**src/rtl/fighter_pkg.sv**
```systemverilog
// Shared fighter definitions: player action encodings, screen geometry,
// sprite overlay row offsets and the per-fighter motion FSM states.
package fighter_pkg;

  localparam int unsigned SCREEN_W_PX = 640;
  localparam int unsigned SCREEN_H_PX = 480;

  // Row offsets inside the body rectangle
  localparam int unsigned BANDANA_TOP = 10;
  localparam int unsigned BANDANA_BOT = 20;
  localparam int unsigned HITBOX_TOP  = 32;
  localparam int unsigned HITBOX_BOT  = 48;

  typedef enum logic [3:0] {
    S_IDLE            = 4'd0,
    S_Forward         = 4'd1,
    S_Backward        = 4'd2,
    S_Crouch          = 4'd3,
    S_Jump            = 4'd4,
    S_Attack_startup  = 4'd5,
    S_Attack_active   = 4'd6,
    S_Attack_recovery = 4'd7,
    S_DirAtk_active   = 4'd8,
    S_Hitstun         = 4'd9,
    S_Blockstun       = 4'd10
  } fighter_state_e;

  typedef enum logic [1:0] {
    M_HOLD  = 2'd0,
    M_WALK  = 2'd1,
    M_KNOCK = 2'd2
  } motion_e;

  function automatic logic is_walk(input logic [3:0] s);
    return (s == S_Forward) || (s == S_Backward);
  endfunction

endpackage

```
**src/rtl/fighter_sprite_motion_if.sv**
```systemverilog
// Bundle between the player FSM / pixel path (master) and one fighter's
// motion and overlay engine (slave).
interface fighter_sprite_motion_if;
  logic       frame_tick;
  logic [3:0] state;
  logic [9:0] pixel_x;
  logic [9:0] pixel_y;
  logic [9:0] sprite_x;
  logic [9:0] sprite_y;
  logic       in_body;
  logic       in_bandana;
  logic       in_hitbox;
  logic       knockback;

  modport master (
    output frame_tick, state, pixel_x, pixel_y,
    input  sprite_x, sprite_y, in_body, in_bandana, in_hitbox, knockback
  );

  modport slave (
    input  frame_tick, state, pixel_x, pixel_y,
    output sprite_x, sprite_y, in_body, in_bandana, in_hitbox, knockback
  );
endinterface

```
**src/rtl/sprite_rect_hit.sv**
```systemverilog
// Registered half-open rectangle test: hit <= en && x0<=px<x1 && y0<=py<y1,
// with bounds widened to 11 bits so edges past the screen never wrap.
module sprite_rect_hit (
  input  logic        clk,
  input  logic        rst,
  input  logic        en,
  input  logic [9:0]  px,
  input  logic [9:0]  py,
  input  logic [10:0] x0,
  input  logic [10:0] x1,
  input  logic [10:0] y0,
  input  logic [10:0] y1,
  output logic        hit
);
  logic [10:0] pxe;
  logic [10:0] pye;

  assign pxe = {1'b0, px};
  assign pye = {1'b0, py};

  always_ff @(posedge clk) begin
    if (rst) begin
      hit <= 1'b0;
    end else begin
      hit <= en && (pxe >= x0) && (pxe < x1) && (pye >= y0) && (pye < y1);
    end
  end
endmodule

```
**src/rtl/fighter_sprite_motion.sv**
```systemverilog
// Per-fighter motion (walk / knockback, clamped to screen) and registered
// body / bandana / hitbox region flags. Hitbox only with FIGHTER_HITBOX_EN.
module fighter_sprite_motion
  import fighter_pkg::*;
#(
  parameter int unsigned IS_MIRRORED = 0,
  parameter int unsigned SCREEN_W    = SCREEN_W_PX,
  parameter int unsigned SPRITE_W    = 64,
  parameter int unsigned SPRITE_H    = 128,
  parameter int unsigned START_X     = 100,
  parameter int unsigned Y_POS       = 100,
  parameter int unsigned MARGIN      = 2,
  parameter int unsigned FWD_STEP    = 3,
  parameter int unsigned BACK_STEP   = 2,
  parameter int unsigned KB_STEP     = 4,
  parameter int unsigned KB_FRAMES   = 8,
  parameter int unsigned HIT_W       = 40
) (
  input logic clk,
  input logic rst,
  fighter_sprite_motion_if.slave bus
);

  localparam bit MIR = (IS_MIRRORED != 0);
  // Signed per-tick deltas; forward is -x for the mirrored player
  localparam int FWD_D  = MIR ? -int'(FWD_STEP)  : int'(FWD_STEP);
  localparam int BACK_D = MIR ?  int'(BACK_STEP) : -int'(BACK_STEP);
  localparam int KB_D   = MIR ?  int'(KB_STEP)   : -int'(KB_STEP);

  localparam logic signed [10:0] X_LO = 11'(MARGIN);
  localparam logic signed [10:0] X_HI = 11'(SCREEN_W - SPRITE_W - MARGIN);
  localparam logic [9:0] X_START = 10'(MIR ? (SCREEN_W - START_X - SPRITE_W) : START_X);
  localparam int unsigned KB_W = $clog2(KB_FRAMES + 1);

  motion_e              fsm;
  logic [3:0]           prev_state;
  logic [KB_W-1:0]      kb_cnt;
  logic [9:0]           x_q;
  logic [9:0]           y_q;
  logic                 kb_q;
  logic                 hit_entry;
  logic signed [10:0]   delta;
  logic signed [10:0]   x_sum;
  logic signed [10:0]   x_sat;

  assign hit_entry = (bus.state == S_Hitstun) && (prev_state != S_Hitstun);

  // Knockback step wins over any walk request; saturate rather than refuse
  always_comb begin
    delta = '0;
    if (fsm == M_KNOCK) begin
      delta = 11'(KB_D);
    end else if (bus.state == S_Forward) begin
      delta = 11'(FWD_D);
    end else if (bus.state == S_Backward) begin
      delta = 11'(BACK_D);
    end
    x_sum = $signed({1'b0, x_q}) + delta;
    if (x_sum < X_LO) begin
      x_sat = X_LO;
    end else if (x_sum > X_HI) begin
      x_sat = X_HI;
    end else begin
      x_sat = x_sum;
    end
  end

  always_ff @(posedge clk) begin
    if (rst) begin
      fsm        <= M_HOLD;
      prev_state <= S_IDLE;
      kb_cnt     <= '0;
      x_q        <= X_START;
      y_q        <= 10'(Y_POS);
      kb_q       <= 1'b0;
    end else if (bus.frame_tick) begin
      x_q        <= x_sat[9:0];
      prev_state <= bus.state;
      if (hit_entry) begin
        fsm    <= M_KNOCK;
        kb_cnt <= KB_W'(KB_FRAMES);
        kb_q   <= 1'b1;
      end else begin
        case (fsm)
          M_HOLD:  if (is_walk(bus.state)) fsm <= M_WALK;
          M_WALK:  if (!is_walk(bus.state)) fsm <= M_HOLD;
          M_KNOCK: begin
            kb_cnt <= kb_cnt - 1'b1;
            if (kb_cnt == KB_W'(1)) begin
              fsm  <= M_HOLD;
              kb_q <= 1'b0;
            end
          end
          default: fsm <= M_HOLD;
        endcase
      end
    end
  end

  logic [10:0] sx;
  logic [10:0] sy;
  logic        body_hit;
  logic        bandana_hit;
  logic        hitbox_hit;

  assign sx = {1'b0, x_q};
  assign sy = {1'b0, y_q};

  sprite_rect_hit u_body (
    .clk(clk), .rst(rst), .en(1'b1),
    .px(bus.pixel_x), .py(bus.pixel_y),
    .x0(sx), .x1(sx + 11'(SPRITE_W)),
    .y0(sy), .y1(sy + 11'(SPRITE_H)),
    .hit(body_hit)
  );

  sprite_rect_hit u_bandana (
    .clk(clk), .rst(rst), .en(1'b1),
    .px(bus.pixel_x), .py(bus.pixel_y),
    .x0(sx), .x1(sx + 11'(SPRITE_W)),
    .y0(sy + 11'(BANDANA_TOP)), .y1(sy + 11'(BANDANA_BOT)),
    .hit(bandana_hit)
  );

`ifdef FIGHTER_HITBOX_EN
  logic        hb_en;
  logic [10:0] reach;
  logic [10:0] hb_x0;
  logic [10:0] hb_x1;

  // Mirrored hitbox extends left of the body; its left edge floors at 0
  always_comb begin
    hb_en = (bus.state == S_Attack_active) || (bus.state == S_DirAtk_active);
    reach = (bus.state == S_DirAtk_active) ? 11'(2 * HIT_W) : 11'(HIT_W);
    if (MIR) begin
      hb_x1 = sx;
      hb_x0 = (reach > sx) ? '0 : sx - reach;
    end else begin
      hb_x0 = sx + 11'(SPRITE_W);
      hb_x1 = hb_x0 + reach;
    end
  end

  sprite_rect_hit u_hitbox (
    .clk(clk), .rst(rst), .en(hb_en),
    .px(bus.pixel_x), .py(bus.pixel_y),
    .x0(hb_x0), .x1(hb_x1),
    .y0(sy + 11'(HITBOX_TOP)), .y1(sy + 11'(HITBOX_BOT)),
    .hit(hitbox_hit)
  );
`else
  assign hitbox_hit = 1'b0;
`endif

  assign bus.sprite_x   = x_q;
  assign bus.sprite_y   = y_q;
  assign bus.knockback  = kb_q;
  assign bus.in_body    = body_hit;
  assign bus.in_bandana = bandana_hit;
  assign bus.in_hitbox  = hitbox_hit;

endmodule

```
**src/flat_wrapper.sv**
```systemverilog
// flat-port wrapper written by rule: the top's interface ports become plain ports
module fighter_sprite_motion_flat import fighter_pkg::*;
#(
  parameter int unsigned IS_MIRRORED = 0,
  parameter int unsigned SCREEN_W    = SCREEN_W_PX,
  parameter int unsigned SPRITE_W    = 64,
  parameter int unsigned SPRITE_H    = 128,
  parameter int unsigned START_X     = 100,
  parameter int unsigned Y_POS       = 100,
  parameter int unsigned MARGIN      = 2,
  parameter int unsigned FWD_STEP    = 3,
  parameter int unsigned BACK_STEP   = 2,
  parameter int unsigned KB_STEP     = 4,
  parameter int unsigned KB_FRAMES   = 8,
  parameter int unsigned HIT_W       = 40
)
  (clk, rst, bus_frame_tick, bus_state, bus_pixel_x, bus_pixel_y, bus_sprite_x, bus_sprite_y, bus_in_body, bus_in_bandana, bus_in_hitbox, bus_knockback);
  fighter_sprite_motion_if bus_i ();
  input logic clk;
  input logic rst;
  input wire logic [$bits(bus_i.frame_tick)-1:0] bus_frame_tick;
  input wire logic [$bits(bus_i.state)-1:0] bus_state;
  input wire logic [$bits(bus_i.pixel_x)-1:0] bus_pixel_x;
  input wire logic [$bits(bus_i.pixel_y)-1:0] bus_pixel_y;
  output wire logic [$bits(bus_i.sprite_x)-1:0] bus_sprite_x;
  output wire logic [$bits(bus_i.sprite_y)-1:0] bus_sprite_y;
  output wire logic [$bits(bus_i.in_body)-1:0] bus_in_body;
  output wire logic [$bits(bus_i.in_bandana)-1:0] bus_in_bandana;
  output wire logic [$bits(bus_i.in_hitbox)-1:0] bus_in_hitbox;
  output wire logic [$bits(bus_i.knockback)-1:0] bus_knockback;
  assign bus_i.frame_tick = bus_frame_tick;
  assign bus_i.state = bus_state;
  assign bus_i.pixel_x = bus_pixel_x;
  assign bus_i.pixel_y = bus_pixel_y;
  assign bus_sprite_x = bus_i.sprite_x;
  assign bus_sprite_y = bus_i.sprite_y;
  assign bus_in_body = bus_i.in_body;
  assign bus_in_bandana = bus_i.in_bandana;
  assign bus_in_hitbox = bus_i.in_hitbox;
  assign bus_knockback = bus_i.knockback;
  fighter_sprite_motion #(.IS_MIRRORED(IS_MIRRORED), .SCREEN_W(SCREEN_W), .SPRITE_W(SPRITE_W), .SPRITE_H(SPRITE_H), .START_X(START_X), .Y_POS(Y_POS), .MARGIN(MARGIN), .FWD_STEP(FWD_STEP), .BACK_STEP(BACK_STEP), .KB_STEP(KB_STEP), .KB_FRAMES(KB_FRAMES), .HIT_W(HIT_W)) u_core (.clk(clk), .rst(rst), .bus(bus_i));
endmodule
```
**config.mk**
```make
export PLATFORM = sky130hd
export DESIGN_NAME = fighter_sprite_motion_flat
export DESIGN_NICKNAME = d
export VERILOG_FILES = /design/src/rtl/fighter_pkg.sv /design/src/rtl/fighter_sprite_motion_if.sv /design/src/rtl/sprite_rect_hit.sv /design/src/rtl/fighter_sprite_motion.sv /design/src/flat_wrapper.sv
export SDC_FILE = /design/constraint.sdc
export NUM_CORES = 1
export LEC_CHECK = 0
export CORE_MARGIN = 2
export CORE_UTILIZATION = 61
export DETAILED_ROUTE_END_ITERATION = 16
export PLACE_DENSITY = 0.87
export REMOVE_ABC_BUFFERS = 1
export SYNTH_ARGS = -nofsm -noshare
export SYNTH_HDL_FRONTEND = slang
export SYNTH_HIERARCHICAL = 1
export SYNTH_SLANG_ARGS = --single-unit
```
**constraint.sdc**
```tcl
create_clock -name clk -period 5.5 [get_ports clk]
set_clock_uncertainty 0.1 [all_clocks]
set_input_delay 0.55 -clock clk [delete_from_list [all_inputs] [get_ports clk]]
set_output_delay 0.55 -clock clk [all_outputs]
set_load 0.03 [all_outputs]
```
==> results of run 1 <==
cell type report:
class	instances	share of cell area (%)
Inverter	85	7.30
Tap cell	75	2.15
Timing Repair Buffer	39	8.93
Clock inverter	1	0.114
Sequential cell	23	10.5
Multi-Input combinational cell	406	70.0
Clock buffer	3	0.944
how the worst max path moves through the flow:
| stage | startpoint | end | slack, ns |
|---|---|---|---|
| floorplan | bus_state[3] | u_core/bus.sprite_x[6] | 2.32 |
| global placement | bus_state[3] | u_core/bus.sprite_x[6] | 1.52 |
| detailed placement | bus_state[3] | u_core/bus.sprite_x[6] | 1.39 |
| CTS | bus_state[3] | u_core/bus.sprite_x[6] | 1.66 |
| global route | bus_state[3] | u_core/bus.sprite_x[6] | 1.35 |
| finish | bus_state[3] | u_core/bus.sprite_x[6] | 1.65 |
through the flow:
stage          hold slack, ns  power (mW)  area (um2)
2_1_floorplan           0.344       0.431        3840
3_3_place_gp            0.342       0.521        4330
3_5_place_dp            0.359       0.541        4330
4_1_cts                 0.373       0.649        4370
5_1_grt                 0.400       0.705        4370
6_report                0.369       0.652        4370
power breakdown:
group / internal (mW) / switching (mW) / total [mW]
Clock: 0.0505 / 0.0549 / 0.105
Combinational: 0.150 / 0.199 / 0.348
Sequential: 0.177 / 0.0218 / 0.199
Total: 0.377 / 0.275 / 0.652
cell families after synthesis:
group,synth area share [%]
AND/OR/NAND/NOR,18.0
AO/OA/AOI/OAI,21.7
buffers and inverters,12.0
adder cells (fa/ha/maj),30.9
flip-flops,12.3
XOR/XNOR,3.27
multiplexers,1.63
other,0.200
sequential cells by signal, summed over array words and instances, names as in the netlist:
name	count
u_core/bus.knockback	1
u_core/bus.sprite_x	10
u_core/fsm	2
u_core/kb_cnt	4
u_core/prev_state	4
u_core/u_bandana/hit	1
u_core/u_body/hit	1
cells in the final DEF, fill, tap and decap left out, types with 10 or more instances in the layout:
cell and instances:
sky130_fd_sc_hd__a21o_1 20, sky130_fd_sc_hd__and3_1 10, sky130_fd_sc_hd__ha_1 91, sky130_fd_sc_hd__conb_1 61, sky130_fd_sc_hd__xnor2_1 10, sky130_fd_sc_hd__o21ai_0 14, sky130_fd_sc_hd__a21oi_1 35, sky130_fd_sc_hd__clkdlybuf4s50_1 39
sky130_fd_sc_hd__nand3_1 11, sky130_fd_sc_hd__nor2_1 19, sky130_fd_sc_hd__nor3_1 10, sky130_fd_sc_hd__inv_1 84, sky130_fd_sc_hd__nand2_1 22, sky130_fd_sc_hd__dfxtp_1 23
worst reg2reg max path, stage by stage (launching register included):
cell,delay [ns]
sky130_fd_sc_hd__dfxtp_1,0.33
sky130_fd_sc_hd__nor2b_4,0.15
sky130_fd_sc_hd__nor4_1,0.60
sky130_fd_sc_hd__ha_1,0.38
sky130_fd_sc_hd__a21o_1,0.17
sky130_fd_sc_hd__a221oi_2,0.31
sky130_fd_sc_hd__xor2_1,0.16
sky130_fd_sc_hd__nor4_1,0.37
sky130_fd_sc_hd__o21ai_2,0.15
sky130_fd_sc_hd__a311o_2,0.39
routing by layer:
metal	GRT usage, %	vias to the layer above	wire (um)	part of all wire [%]
met5	0	-	0	0
met4	7.00	0	112	1.3
met3	2.61	12	316	3.6
met2	50.9	79	4400	51
met1	31.9	1638	3870	44
li1	-	1783	-	-
==> qor.txt, run 1 <==
======================================================================================
Total routed wirelength .................................................      8700 um
Setup Crit Path Kind .................................................... input pin to flip-flop
TritonCTS clock tree ....................................................         done
Avg WL per Cell .........................................................      13.8 um
Family with the most delay on the worst path ............................ compound AO/OA/AOI/OAI gates
Share of layout cells above drive strength 1 ............................        4.31%
Register area ...........................................................      460 um2
Total placed cells including tap cells ..................................          628
Antenna Nets Post-Route .................................................            0
Maximum level of the CTS H-tree .........................................            1
Critical Path End Type ..................................................    flip-flop
Top cells by area in the synthesized netlist ............................ sky130_fd_sc_hd__ha_1 (30%), sky130_fd_sc_hd__dfxtp_1 (12%), sky130_fd_sc_hd__inv_1 (8.4%)
Clock tree buffer depth .................................................            2
Slowest cell delay on critical path .....................................      0.53 ns
Final instance count without filler cells ...............................          632
Cell leakage power ......................................................      2.26 nW
Setup Buffers After CTS .................................................            0
GRT overflow ............................................................            0
Type of the worst min-delay path ........................................ flip-flop to flip-flop
Wire length of the first global-routing pass ............................    14,400 um
Signal arrival time at the worst endpoint ...............................      3.89 ns
Sequential-to-total area share from yosys stat ..........................        12.3%
Number of nets in the layout ............................................          677
Area added between synthesis and finish .................................        16.5%
Total count of hold-check failures in the final report ..................            0
P per Cell Area .........................................................   149 mW/mm2
Combined area of all synthesized cells ..................................  0.00375 mm2
Cell count along the critical path ......................................           11
Flops & latches, synth ..................................................           23
Setup violation total in the final timing report ........................            0
Floorplan die height ....................................................      82.4 um
Clock Sinks .............................................................           23
Count of pins on the block boundary .....................................           51
Run status .............................................................. finished clean
Yosys Warn Count ........................................................            6
Tightest slew margin relative to the limit ..............................        41.9%
Floorplan core area .....................................................  0.00592 mm2
Min-delay src ........................................................... u_core/bus.knockback
Worst setup SP type .....................................................    input pin
ANT cells ...............................................................            0
Synth unique cells ......................................................           62
Highest attainable clock frequency ......................................      260 MHz
Terminating pin of the worst hold path .................................. u_core/bus.knockback
Initial antenna violation count .........................................            0
Post-Syn Area per Cell ..................................................     7.94 um2
Number of standard-cell rows in the floorplan ...........................           28
Setup repair after global routing missed its margin .....................        false
Cts repair resizes ......................................................            0
Tightest Pin Transition .................................................     0.869 ns
Commonest cells post-synth .............................................. sky130_fd_sc_hd__ha_1 (91), sky130_fd_sc_hd__inv_1 (84), sky130_fd_sc_hd__a21oi_1 (35)
Gate count after technology mapping .....................................          473
Max cap viols ...........................................................            0
Violation count after the first detailed-routing iteration ..............          152
Worst IR Drop VDD .......................................................     0.126 mV
Vias in the first global route ..........................................        3,331
Cell type with the highest aggregate area in the netlist ................ sky130_fd_sc_hd__ha_1
Buffering stage count on the worst path with inverters included .........            2
Part of the cycle the worst path needs ..................................        69.9%
Total Routing Usage GR ..................................................        26.9%
Count of TritonRoute iterations in the first routing pass ...............            4
Clock latency on the worst-skew pair ....................................      0.27 ns
Slowest cell on the critical path ....................................... sky130_fd_sc_hd__clkdlybuf4s50_1
Largest net degree at the start of global routing .......................           26
Final critical delay including setup and external delays ................      3.85 ns
Worst setup slack for register-to-register paths ........................      2.26 ns
Starting density of the core ............................................        63.4%
TritonCTS buffer count ..................................................            3
Die outline area ........................................................  0.00680 mm2
Crit path cell chain .................................................... clkdlybuf4s50_1, nor4b_2, nor2_1, inv_1, ha_1, a21o_1, a21oi_1, nand3_1, a211oi_4, o21ai_2, a311o_2
Req. time, crit path ....................................................      5.55 ns
Via count of the routed design ..........................................        3,512
Dominant cell by count in the synthesized netlist ....................... sky130_fd_sc_hd__ha_1
Pre-CTS setup slack .....................................................      1.39 ns
Terminus of the critical flop-to-flop path .............................. u_core/bus.sprite_x[6]
Number of filler instances in the final layout ..........................          471
Half-perimeter wire length of the detailed placement result .............      7280 um
Final count of pins violating max slew ..................................            0
Maximum net fanout on the critical path .................................           11
Final core area utilization .............................................        73.9%
Number of input and output port buffers inserted ........................           39
Vias per cell ...........................................................         5.56
Number of buffers added to fix hold violations after cts ................            0
Worst-case reg-to-reg path depth ........................................            9
Clock tree root driver cell ............................................. sky130_fd_sc_hd__clkbuf_8
Main synth FF type ...................................................... sky130_fd_sc_hd__dfxtp_1
Origin of the critical flop-to-flop path ................................ u_core/fsm[1]
Area share of the leading cell type in the synthesized netlist ..........        30.3%
Width of the die ........................................................      82.4 um
Reg clk slew, reported paths ............................................      0.09 ns
Total area of multi-input combinational cells ...........................  0.00306 mm2
Count of flip-flops with a built-in enable after synthesis ..............            0
DRC violations left .....................................................            0
Setup slack of the critical path after layout ...........................      1.65 ns
FFs w/ async S/R, synth .................................................           0%
Setup TNS after final layout ............................................         0 ns
Hold Path Depth .........................................................            2
Weighted congestion reported at the end of routability-driven placement .        0.864
======================================================================================
Note: power is estimated with default switching activity, not from simulation.
==> run 2, diff against run 1 <==
--- a/config.mk
+++ b/config.mk
@@ -6,9 +6,9 @@
 export NUM_CORES = 1
 export LEC_CHECK = 0
 export CORE_MARGIN = 2
-export CORE_UTILIZATION = 61
+export CORE_UTILIZATION = 52
 export DETAILED_ROUTE_END_ITERATION = 16
-export PLACE_DENSITY = 0.87
+export PLACE_DENSITY = 0.79
 export REMOVE_ABC_BUFFERS = 1
 export SYNTH_ARGS = -nofsm -noshare
 export SYNTH_HDL_FRONTEND = slang
==> constraint.sdc (replaced) <==
create_clock -name clk -period 3.2 [get_ports clk]
set_clock_uncertainty 0.1 [all_clocks]
set_input_delay 0.32 -clock clk [delete_from_list [all_inputs] [get_ports clk]]
set_output_delay 0.32 -clock clk [all_outputs]
set_load 0.03 [all_outputs]
==> run 2 against run 1 <==
Compared with the run above:
- critical path depth unchanged
- flip-flop and latch count unchanged
- non-clock buffer count grew 50
- wire length increased by 6.7%
- register-to-register slack lost 2.2 ns
- utilization decreased by 3.2 points
- sequential share of layout area is 1.1 points lower
- clock-buffer cell count did not move
- via count rose by 6.8%
==> qor.txt, run 2 (synthesis gave the netlist of run 1 again) <==
======================================================================================
Run status .............................................................. finished clean   unchanged
Area added between synthesis and finish .................................        29.9%   was 16.5%
Highest attainable clock frequency ......................................      323 MHz
Critical Path End Type ..................................................    flip-flop   unchanged
Floorplan die height ....................................................      89.0 um   was 82.4 um
Clock share of power ....................................................        15.2%   was 16.2%
Number of standard-cell rows in the floorplan ...........................           30   was 28
Avg WL per Cell .........................................................      13.2 um   was 13.8 um
Final count of pins violating max slew ..................................            0   unchanged
Final critical delay including setup and external delays ................      3.09 ns
Type of the worst min-delay path ........................................ flip-flop to flip-flop   unchanged
Via count of the routed design ..........................................        3,752   was 3,512
P per Cell Area .........................................................   249 mW/mm2   was 149 mW/mm2
Most frequent cells in the layout ....................................... sky130_fd_sc_hd__ha_1 (91), sky130_fd_sc_hd__inv_1 (83), sky130_fd_sc_hd__conb_1 (61)   was sky130_fd_sc_hd__ha_1 (91), sky130_fd_sc_hd__inv_1 (84), sky130_fd_sc_hd__conb_1 (61)
Antenna Nets Post-Route .................................................            0   unchanged
Maximum level of the CTS H-tree .........................................            1   unchanged
Total Routing Usage GR ..................................................        24.7%   was 26.9%
Clock tree root driver cell ............................................. sky130_fd_sc_hd__clkbuf_8   unchanged
Total design power ......................................................      1.21 mW   was 0.652 mW
Final instance count without filler cells ...............................          704   was 632
Setup violation total in the final timing report ........................            0   unchanged
Cell Int Power ..........................................................     0.715 mW   was 0.377 mW
Floorplan core area .....................................................  0.00691 mm2   was 0.00592 mm2
TritonCTS clock tree ....................................................         done   unchanged
Number of filler instances in the final layout ..........................          595   was 471
Number of buffers added to fix hold violations after cts ................            0   unchanged
Count of pins on the block boundary .....................................           51   unchanged
Hold Path Depth .........................................................            2   unchanged
Maximum net fanout on the critical path .................................            5   was 11
ANT cells ...............................................................            0   unchanged
Cell leakage power ......................................................      2.55 nW   was 2.26 nW
Origin of the critical flop-to-flop path ................................ u_core/fsm[1]   unchanged
Worst-case reg-to-reg path depth ........................................           11   was 9
Signal arrival time at the worst endpoint ...............................      3.16 ns   was 3.89 ns
Half-perimeter wire length of the detailed placement result .............      7780 um   was 7280 um
Weighted congestion reported at the end of routability-driven placement .        0.942   was 0.864
Count of TritonRoute iterations in the first routing pass ...............            5   was 4
Number of input and output port buffers inserted ........................           39   unchanged
Largest net degree at the start of global routing .......................           19   was 26
Part of the power in registers ..........................................        26.9%   was 30.4%
Total count of hold-check failures in the final report ..................            0   unchanged
Initial antenna violation count .........................................            0   unchanged
Starting density of the core ............................................        54.3%   was 63.4%
Switching share of power ................................................        41.1%   was 42.2%
GRT overflow ............................................................            0   unchanged
Terminus of the critical flop-to-flop path .............................. u_core/bus.sprite_x[0]   was u_core/bus.sprite_x[6]
Setup TNS after final layout ............................................         0 ns   unchanged
Most common cell after layout, fill and taps aside ...................... sky130_fd_sc_hd__ha_1   unchanged
Clock Sinks .............................................................           23   unchanged
Wire length of the first global-routing pass ............................    15,700 um   was 14,400 um
Terminating pin of the worst hold path .................................. u_core/bus.knockback   unchanged
Max reg flops ...........................................................           10   unchanged
TritonCTS buffer count ..................................................            3   unchanged
Max cap viols ...........................................................            0   unchanged
Worst IR Drop VDD .......................................................     0.161 mV   was 0.126 mV
Part of the cycle the worst path needs ..................................        96.7%
Width of the die ........................................................      89.0 um   was 82.4 um
Vias per cell ...........................................................         5.33   was 5.56
Total routed wirelength .................................................      9280 um   was 8700 um
Worst setup slack for register-to-register paths ........................      0.11 ns   was 2.26 ns
Combinational share of power ............................................        57.8%   was 53.4%
Vias in the first global route ..........................................        3,716   was 3,331
Clock latency on the worst-skew pair ....................................      0.26 ns   was 0.27 ns
DRC violations left .....................................................            0   unchanged
Register area ...........................................................      462 um2   was 460 um2
Req. time, crit path ....................................................      3.26 ns   was 5.55 ns
Total area of multi-input combinational cells ...........................  0.00317 mm2   was 0.00306 mm2
Switching power summed over all nets ....................................     0.499 mW   was 0.275 mW
Number of nets in the layout ............................................          728   was 677
Clock tree buffer depth .................................................            2   unchanged
Die outline area ........................................................  0.00791 mm2   was 0.00680 mm2
Share of layout cells above drive strength 1 ............................        14.8%   was 4.31%
Total placed cells including tap cells ..................................          697   was 628
Worst setup SP type .....................................................    flip-flop   was input pin
Min-delay src ........................................................... u_core/bus.knockback   unchanged
Setup Crit Path Kind .................................................... flip-flop to flip-flop   was input pin to flip-flop
Violation count after the first detailed-routing iteration ..............          119   was 152
Reg clk slew, reported paths ............................................      0.09 ns   about the same
Worst Hold Margin .......................................................     0.366 ns   was 0.369 ns
======================================================================================
run 2: cell count changes in the layout (fill, tap and decap cells not counted), moves of 2 or more:
| cell | change |
|---|---|
| sky130_fd_sc_hd__nor4_2 | +2 |
| sky130_fd_sc_hd__nor4_1 | -2 |
| sky130_fd_sc_hd__a221oi_2 | -2 |
| sky130_fd_sc_hd__buf_4 | +50 |
| sky130_fd_sc_hd__a211oi_2 | +2 |
| sky130_fd_sc_hd__clkdlybuf4s50_1 | -4 |
| sky130_fd_sc_hd__a221oi_4 | +2 |
| sky130_fd_sc_hd__xnor2_2 | +2 |
| sky130_fd_sc_hd__xnor2_1 | -2 |
| sky130_fd_sc_hd__dlygate4sd2_1 | +2 |
run 2: what timing repair did:
item / CTS / global route
gates resized for setup: 9 / 14
pin swaps: 2 / 9
gates cloned: 1 / 0
setup endpoints to repair: 7 / 8
hold endpoints to repair: 0 / 0
buffers inserted: 0 / 2
run 2: power groups by stage:
stage | registers, mW | logic, mW | clock network (mW)
floorplan | 0.358 | 0.383 | 0
global placement | 0.333 | 0.641 | 0
detailed placement | 0.333 | 0.670 | 0
CTS | 0.326 | 0.684 | 0.190
global route | 0.329 | 0.789 | 0.201
finish | 0.327 | 0.702 | 0.185
run 2: cell type report:
| class | instances | area share (%) |
|---|---|---|
| multi-input cells | 407 | 65.0 |
| repair buffers | 89 | 15.6 |
| flip-flops and latches | 23 | 9.47 |
| inverters | 85 | 6.54 |
| well taps | 96 | 2.46 |
| clock buffers | 3 | 0.847 |
| clock inverters | 1 | 0.103 |
run 2: worst max-delay path by stage:
stage | from | endpoint | slack, ns | depth (start not counted)
floorplan | bus_state[3] | u_core/bus.sprite_x[6] | 0.25 | 10
global placement | bus_state[1] | u_core/bus.sprite_x[6] | -0.33 | 12
detailed placement | bus_state[1] | u_core/bus.sprite_x[6] | -0.43 | 12
CTS | bus_state[3] | u_core/bus.sprite_x[7] | 0.003 | 10
global route | u_core/fsm[1] | u_core/bus.sprite_x[0] | -0.01 | 11
finish | u_core/fsm[1] | u_core/bus.sprite_x[0] | 0.11 | 11
run 2: critical path: stages (launching register included):
cell and delay (ns):
sky130_fd_sc_hd__dfxtp_2 0.35, sky130_fd_sc_hd__nor2b_4 0.20, sky130_fd_sc_hd__nor3_1 0.09, sky130_fd_sc_hd__ha_1 0.21, sky130_fd_sc_hd__fa_1 0.38, sky130_fd_sc_hd__and3_1 0.21, sky130_fd_sc_hd__buf_4 0.13, sky130_fd_sc_hd__or2_2 0.33
sky130_fd_sc_hd__xnor2_2 0.22, sky130_fd_sc_hd__nand4_1 0.18, sky130_fd_sc_hd__o31a_1 0.35, sky130_fd_sc_hd__a31o_2 0.24
run 2: layer usage:
| layer | up-vias | share of wire, % | global-route usage (%) |
|---|---|---|---|
| met5 | - | 0 | 0 |
| met4 | 0 | 0.86 | 3.93 |
| met3 | 11 | 5.0 | 2.03 |
| met2 | 112 | 50 | 47.8 |
| met1 | 1744 | 44 | 30.1 |
| li1 | 1885 | - | - |
run 2: metrics by stage:
step           utilization (%)  setup slack, ns  instance area [um2]
6_report                  70.6            0.106                 4880
5_1_grt                   70.6          -0.0148                 4880
4_1_cts                   69.5          0.00349                 4800
3_5_place_dp              68.2           -0.429                 4710
3_3_place_gp              68.2           -0.332                 4710
2_1_floorplan                -            0.249                 3840
==> run 3, diff against run 2 <==
--- a/config.mk
+++ b/config.mk
@@ -10,6 +10,7 @@
 export DETAILED_ROUTE_END_ITERATION = 16
 export PLACE_DENSITY = 0.79
 export REMOVE_ABC_BUFFERS = 1
+export SLEW_MARGIN = 20
 export SYNTH_ARGS = -nofsm -noshare
 export SYNTH_HDL_FRONTEND = slang
 export SYNTH_HIERARCHICAL = 1
==> results of run 3 <==
The final DEF is identical to that of run 2; final timing and power are the same.
